--- src/rtl/ascon_pkg.sv ---
// rtl/ascon_pkg.sv - shared types, limits and round-constant helpers for the Ascon permutation
package ascon_pkg;

  typedef logic [63:0] ascon_word_t;
  typedef ascon_word_t [4:0] ascon_state_t;

  localparam int ASCON_MAX_ROUNDS = 12;

  typedef enum logic {
    S_IDLE,
    S_PERM
  } perm_state_e;

  // Constant for round index idx of the 12-round schedule: high nibble 15-idx, low nibble idx.
  function automatic logic [7:0] ascon_rc(input logic [3:0] idx);
    return {4'hf - idx, idx};
  endfunction

  function automatic ascon_word_t ascon_rotr(input ascon_word_t x, input int unsigned n);
    return (x >> n) | (x << (64 - n));
  endfunction

endpackage

--- src/rtl/ascon_perm_engine_if.sv ---
// rtl/ascon_perm_engine_if.sv - host word access and permutation control bundle (clear_i with ASCON_PERM_CLEAR_EN)
interface ascon_perm_engine_if;

  logic        start_perm_i;
  logic [3:0]  rounds_i;
  logic [2:0]  word_sel_i;
  logic [63:0] data_i;
  logic        write_en_i;
  logic        xor_en_i;
`ifdef ASCON_PERM_CLEAR_EN
  logic        clear_i;
`endif
  logic [63:0] data_o;
  logic        busy_o;
  logic        perm_done_o;

`ifdef ASCON_PERM_CLEAR_EN
  modport slave (
    input  start_perm_i, rounds_i, word_sel_i, data_i, write_en_i, xor_en_i, clear_i,
    output data_o, busy_o, perm_done_o
  );
  modport master (
    output start_perm_i, rounds_i, word_sel_i, data_i, write_en_i, xor_en_i, clear_i,
    input  data_o, busy_o, perm_done_o
  );
`else
  modport slave (
    input  start_perm_i, rounds_i, word_sel_i, data_i, write_en_i, xor_en_i,
    output data_o, busy_o, perm_done_o
  );
  modport master (
    output start_perm_i, rounds_i, word_sel_i, data_i, write_en_i, xor_en_i,
    input  data_o, busy_o, perm_done_o
  );
`endif

endinterface

--- src/rtl/ascon_round.sv ---
// rtl/ascon_round.sv - one combinational Ascon round (constant add, bitsliced S-box, linear layer)
module ascon_round
  import ascon_pkg::*;
(
  input  ascon_state_t state_i,
  input  logic [3:0]   idx_i,
  input  logic         bypass_i,
  output ascon_state_t state_o
);

  ascon_word_t  x0, x1, x2, x3, x4;
  ascon_word_t  t0, t1, t2, t3, t4;
  ascon_state_t round_out;

  always_comb begin
    x0 = state_i[0];
    x1 = state_i[1];
    x2 = state_i[2] ^ {56'd0, ascon_rc(idx_i)};
    x3 = state_i[3];
    x4 = state_i[4];

    x0 = x0 ^ x4;
    x4 = x4 ^ x3;
    x2 = x2 ^ x1;
    t0 = ~x0 & x1;
    t1 = ~x1 & x2;
    t2 = ~x2 & x3;
    t3 = ~x3 & x4;
    t4 = ~x4 & x0;
    x0 = x0 ^ t1;
    x1 = x1 ^ t2;
    x2 = x2 ^ t3;
    x3 = x3 ^ t4;
    x4 = x4 ^ t0;
    x1 = x1 ^ x0;
    x0 = x0 ^ x4;
    x3 = x3 ^ x2;
    x2 = ~x2;

    round_out[0] = x0 ^ ascon_rotr(x0, 19) ^ ascon_rotr(x0, 28);
    round_out[1] = x1 ^ ascon_rotr(x1, 61) ^ ascon_rotr(x1, 39);
    round_out[2] = x2 ^ ascon_rotr(x2, 1)  ^ ascon_rotr(x2, 6);
    round_out[3] = x3 ^ ascon_rotr(x3, 10) ^ ascon_rotr(x3, 17);
    round_out[4] = x4 ^ ascon_rotr(x4, 7)  ^ ascon_rotr(x4, 41);
  end

  assign state_o = bypass_i ? state_i : round_out;

endmodule

--- src/rtl/ascon_perm_engine.sv ---
// rtl/ascon_perm_engine.sv - Ascon-p[rnd] engine, UNROLL rounds per clock; ASCON_PERM_CLEAR_EN adds clear_i
module ascon_perm_engine
  import ascon_pkg::*;
#(
  parameter int UNROLL = 1
) (
  input logic                clk,
  input logic                rst,
  ascon_perm_engine_if.slave bus
);

  localparam logic [3:0] UNROLL_W = 4'(UNROLL);
  localparam logic [3:0] MAX_RND  = 4'(ASCON_MAX_ROUNDS);

  perm_state_e  fsm_q, fsm_d;
  ascon_state_t state_q, state_d;
  logic [3:0]   rem_q, rem_d;
  logic [3:0]   idx_q, idx_d;
  logic         done_q, done_d;
  logic         clear_req;
  logic [3:0]   nr;
  logic [3:0]   step;
  logic [63:0]  rd_data;
  ascon_state_t chain [0:UNROLL];

`ifdef ASCON_PERM_CLEAR_EN
  assign clear_req = bus.clear_i;
`else
  assign clear_req = 1'b0;
`endif

  assign nr   = (bus.rounds_i > MAX_RND) ? MAX_RND : bus.rounds_i;
  assign step = (rem_q < UNROLL_W) ? rem_q : UNROLL_W;

  // Stages past the remaining round count pass the state through unchanged.
  assign chain[0] = state_q;
  for (genvar j = 0; j < UNROLL; j++) begin : g_round
    ascon_round u_round (
      .state_i  (chain[j]),
      .idx_i    (idx_q + 4'(j)),
      .bypass_i (4'(j) >= rem_q),
      .state_o  (chain[j+1])
    );
  end

  always_comb begin
    fsm_d   = fsm_q;
    state_d = state_q;
    rem_d   = rem_q;
    idx_d   = idx_q;
    done_d  = 1'b0;
    case (fsm_q)
      S_IDLE: begin
        if (clear_req) begin
          state_d = '0;
        end else begin
          for (int w = 0; w < 5; w++) begin
            if (bus.word_sel_i == 3'(w)) begin
              if (bus.write_en_i) begin
                state_d[w] = bus.data_i;
              end else if (bus.xor_en_i) begin
                state_d[w] = state_q[w] ^ bus.data_i;
              end
            end
          end
          if (bus.start_perm_i) begin
            if (nr == 4'd0) begin
              done_d = 1'b1;
            end else begin
              fsm_d = S_PERM;
              rem_d = nr;
              idx_d = MAX_RND - nr;
            end
          end
        end
      end
      S_PERM: begin
        if (clear_req) begin
          fsm_d   = S_IDLE;
          state_d = '0;
          rem_d   = '0;
          idx_d   = '0;
        end else begin
          state_d = chain[UNROLL];
          rem_d   = rem_q - step;
          idx_d   = idx_q + step;
          if (rem_q <= UNROLL_W) begin
            fsm_d  = S_IDLE;
            done_d = 1'b1;
          end
        end
      end
      default: fsm_d = S_IDLE;
    endcase
  end

  always_ff @(posedge clk or posedge rst) begin
    if (rst) begin
      fsm_q   <= S_IDLE;
      state_q <= '0;
      rem_q   <= '0;
      idx_q   <= '0;
      done_q  <= 1'b0;
    end else begin
      fsm_q   <= fsm_d;
      state_q <= state_d;
      rem_q   <= rem_d;
      idx_q   <= idx_d;
      done_q  <= done_d;
    end
  end

  always_comb begin
    rd_data = '0;
    case (bus.word_sel_i)
      3'd0:    rd_data = state_q[0];
      3'd1:    rd_data = state_q[1];
      3'd2:    rd_data = state_q[2];
      3'd3:    rd_data = state_q[3];
      3'd4:    rd_data = state_q[4];
      default: rd_data = '0;
    endcase
  end

  assign bus.data_o      = rd_data;
  assign bus.busy_o      = (fsm_q == S_PERM);
  assign bus.perm_done_o = done_q;

endmodule

--- src/flat_wrapper.sv ---
// flat-port wrapper written by rule: the top's interface ports become plain ports
module ascon_perm_engine_flat import ascon_pkg::*;
#(
  parameter int UNROLL = 1
)
  (clk, rst, bus_start_perm_i, bus_rounds_i, bus_word_sel_i, bus_data_i, bus_write_en_i, bus_xor_en_i, bus_data_o, bus_busy_o, bus_perm_done_o);
  ascon_perm_engine_if bus_i ();
  input logic clk;
  input logic rst;
  input wire logic [$bits(bus_i.start_perm_i)-1:0] bus_start_perm_i;
  input wire logic [$bits(bus_i.rounds_i)-1:0] bus_rounds_i;
  input wire logic [$bits(bus_i.word_sel_i)-1:0] bus_word_sel_i;
  input wire logic [$bits(bus_i.data_i)-1:0] bus_data_i;
  input wire logic [$bits(bus_i.write_en_i)-1:0] bus_write_en_i;
  input wire logic [$bits(bus_i.xor_en_i)-1:0] bus_xor_en_i;
  output wire logic [$bits(bus_i.data_o)-1:0] bus_data_o;
  output wire logic [$bits(bus_i.busy_o)-1:0] bus_busy_o;
  output wire logic [$bits(bus_i.perm_done_o)-1:0] bus_perm_done_o;
  assign bus_i.start_perm_i = bus_start_perm_i;
  assign bus_i.rounds_i = bus_rounds_i;
  assign bus_i.word_sel_i = bus_word_sel_i;
  assign bus_i.data_i = bus_data_i;
  assign bus_i.write_en_i = bus_write_en_i;
  assign bus_i.xor_en_i = bus_xor_en_i;
  assign bus_data_o = bus_i.data_o;
  assign bus_busy_o = bus_i.busy_o;
  assign bus_perm_done_o = bus_i.perm_done_o;
  ascon_perm_engine #(.UNROLL(UNROLL)) u_core (.clk(clk), .rst(rst), .bus(bus_i));
endmodule
--- config.mk ---
export PLATFORM = sky130hd
export DESIGN_NAME = ascon_perm_engine_flat
export DESIGN_NICKNAME = d
export VERILOG_FILES = /design/src/rtl/ascon_pkg.sv /design/src/rtl/ascon_perm_engine_if.sv /design/src/rtl/ascon_round.sv /design/src/rtl/ascon_perm_engine.sv /design/src/flat_wrapper.sv
export SDC_FILE = /design/constraint.sdc
export NUM_CORES = 2
export LEC_CHECK = 0
export ABC_CLOCK_PERIOD_IN_PS = 33800
export CORE_ASPECT_RATIO = 1.1
export CORE_MARGIN = 4
export CORE_UTILIZATION = 50
export CTS_BUF_LIST = sky130_fd_sc_hd__clkbuf_8
export CTS_CLUSTER_DIAMETER = 30
export DETAILED_ROUTE_END_ITERATION = 10
export PLACE_DENSITY = 0.67
export SLEW_MARGIN = 10
export SYNTH_ARGS = -nofsm -noshare
export SYNTH_HDL_FRONTEND = slang
export SYNTH_HIERARCHICAL = 1
export SYNTH_SLANG_ARGS = --single-unit
--- constraint.sdc ---
create_clock -name clk -period 33.8 [get_ports clk]
set_input_delay 6.76 -clock clk [delete_from_list [all_inputs] [get_ports clk]]
set_output_delay 6.76 -clock clk [all_outputs]
set_load 0.02 [all_outputs]
==> summary.md <==
| Metric | Value |
|---|---|
| Status | finished clean |
| Number of max-cap violations | 0 |
| Post-Synth Simple-Gate Area | 13.5% |
| Area of the multi-input gates | 30500 µm² |
| Setup_tns | 0 ns |
| Tcrit/Tclk final | 49.5% |
| Die height | 308 µm |
| Synth area leader | dfrtp_1 |
| Commonest cells in the synthesized netlist | nand2_1 (834), xnor2_1 (411), o21ai_0 (374) |
| Die ar. | 86400 µm² |
| Pin count of the biggest net entering global routing | 173 |
| Syn Std Cell Area | 40900 µm² |
| Max-slew violation total from the final report | 0 |
| Fmax | 0.0597 GHz |
| Post-Place Cell Area | 43100 µm² |
| XOR/XNOR Fraction of Synth Area | 30.1% |
| Synth Flop Type | dfrtp_1 |
| Hold Crit Class | register to register |
| CTS H-tree lvls | 3 |
| YS warnings | 6 |
| CTS buffer count | 111 |
| Share of cells above drive strength 1 | 12.1% |
| Post-cts repair resize count | 0 |
| Row count | 109 |
| Fin nets | 4859 |
| CTS tree | built |
| Ports | 142 |
| Mean Syn Cell Area | 8.81 µm² |
| Fin. Hold Viols | 0 |
| Antenna violations before repair | 25 |
| Relative slew margins | 2.11% |
| Post-route ant nets | 0 |
| Global placement routability congestion | 1.13 |
| Largest cells by area after synthesis | dfrtp_1 (20%), xnor3_1 (13%), xnor2_1 (8.8%), nand2_1 (7.7%), o21ai_0 (4.6%) |
| Async set or reset register ratio after synthesis | 100% |
| First-pass GRT wire length | 270000 µm |
| Drt drc | 0 |
| Post-CTS Setup Bufs | 0 |
| Worst Clk Skew | 0.0433 ns |
| Synth Area in Compound Gates | 18.7% |
| Clk sinks | 330 |
| Area grow syn2layout | 11.6% |
| Clock slew at reported path FFs | 0.06 ns |
| Initial DRT Pass Iterations | 7 |
| Final Cell Area | 45600 µm² |
| Max clock buf depth | 3 |
| Root Buffer | clkbuf_8 |
| Final worst path period need | 16.74 ns |
| Largest family of logic cells by synthesized area | XOR/XNOR gates |
| Seq/Total Area, Yosys | 20.2% |
| CP max FO | 43 |
| Worst setup EP type | output pin |
| Setup violators final | 0 |
| Yosys top cell area share | 20.2% |
| Crit path DAT | 9.98 ns |
| Initial drt markers | 6081 |
| Detailed Place HPWL | 140000 µm |
| WP data required | 27.04 ns |
| Cts hold-fix bufs | 0 |
| Clk_lat worst skew | 0.79 ns |
| EDFF count, synth | 0 |
| Routed Wire Length | 196000 µm |
| Adder-Cell Fraction of Synth Area | 5.74% |
| Vias in the first global route | 34900 |
| Unrepaired setup endpoints after global routing | false |
| Synth cell types | 69 |
| Port Buf Inserts | 141 |
| Die width | 281 µm |
| Starting Density | 50.6% |
| Routed len/inst | 33.8 µm |
| Mux share of post-synthesis cell area | 6.36% |
| Tot GR Track Use | 43.9% |
| Setup Crit Path Kind | input pin to output pin |
| Core Footprint | 80700 µm² |
| Via count | 39100 |
| Seq cells post-synth | 330 |
| Vias/cell | 6.73 |
| GRT overflow | 0 |
| Cells after Synth | 4641 |
| Register area | 8260 µm² |
| CP startpoint kind | input pin |
| Min Hold Slack | 0.592 ns |
| Filler cells | 7275 |
| Count leader, synth | nand2_1 |
| Worst-margin pin slew | 1.46 ns |
[sequential cells by signal, summed over array words and instances, names as in the netlist]
register and flops:
u_core/idx_q 4, u_core/bus.busy_o 1, u_core/chain 320, u_core/bus.perm_done_o 1
u_core/rem_q 4
[logic make-up (layout without fill, tap and decap cells)]
group	count (synthesis)	count (layout)
xor gates and xnor gates	918	918
and+or+nand+nor	1245	1245
muxes	240	240
AOI/OAI and AO/OA	1142	1142
adders and majority gates	198	198
buffers and inverters	566	661
other	2	19
DFF	330	330
[per-layer routing]
layer | track usage [%] | routed length [µm] | share of wire, %
met3 | 12.0 | 25000 | 13
met5 | 0 | 154 | 0.079
met1 | 56.9 | 72300 | 37
met2 | 64.8 | 82500 | 42
met4 | 28.2 | 16000 | 8.1
[stage by stage]
step	setup WS (ns)	util, %	std cells
CTS	17.10	56.5	5791
global placement	17.18	53.3	5590
global route	16.97	56.5	5795
floorplan	17.90	-	4642
detailed placement	17.14	53.3	5590
finish	17.06	56.5	5807
[worst paths after layout]
check                             startpoint           endpoint  slack [ns]  cells past startpoint
min in group asynchronous                rst  u_core/chain[504]        6.60                      2
max reg2reg                  u_core/rem_q[2]  u_core/chain[537]       29.84                      7
max                        bus_word_sel_i[2]      bus_data_o[7]       17.06                      7
min                          u_core/rem_q[0]    u_core/rem_q[0]        0.59                      2
max in group asynchronous                rst  u_core/chain[589]       24.76                      4
min reg2reg                  u_core/rem_q[0]    u_core/rem_q[0]        0.59                      2
[final cells by class]
class	instances	area share, %
diodes	16	0.0877
clock buffers	138	4.16
clock inverters	63	1.43
inverters	242	2.02
multi-input cells	3746	66.9
flip-flops and latches	330	18.1
well taps	1054	2.89
repair buffers	218	4.44
[critical path, cell delays in order]
cell and delay (ns):
clkdlybuf4s50_1 0.46, buf_4 0.27, nand2b_2 0.69, buf_4 0.66, o21ai_0 0.20, a221o_1 0.32, clkdlybuf4s50_1 0.57
[cells in the final DEF (no fill, tap or decap), types with 67 or more instances in the layout]
cell type / count
a21o_1: 96
a21oi_1: 192
a221o_1: 81
a32o_1: 87
a32oi_1: 67
buf_4: 75
clkbuf_8: 138
clkdlybuf4s50_1: 139
dfrtp_1: 329
ha_1: 133
inv_1: 233
mux2_2: 147
mux2i_1: 92
nand2_1: 833
nand3_1: 70
nand3b_1: 74
nor2_1: 94
nor2b_1: 69
o21ai_0: 374
o31ai_1: 80
xnor2_1: 411
xnor2_2: 75
xnor3_1: 244
xor2_1: 166
Power is not shown: default switching activity piles up to over one toggle a cycle in this logic, so the estimate is an artifact.
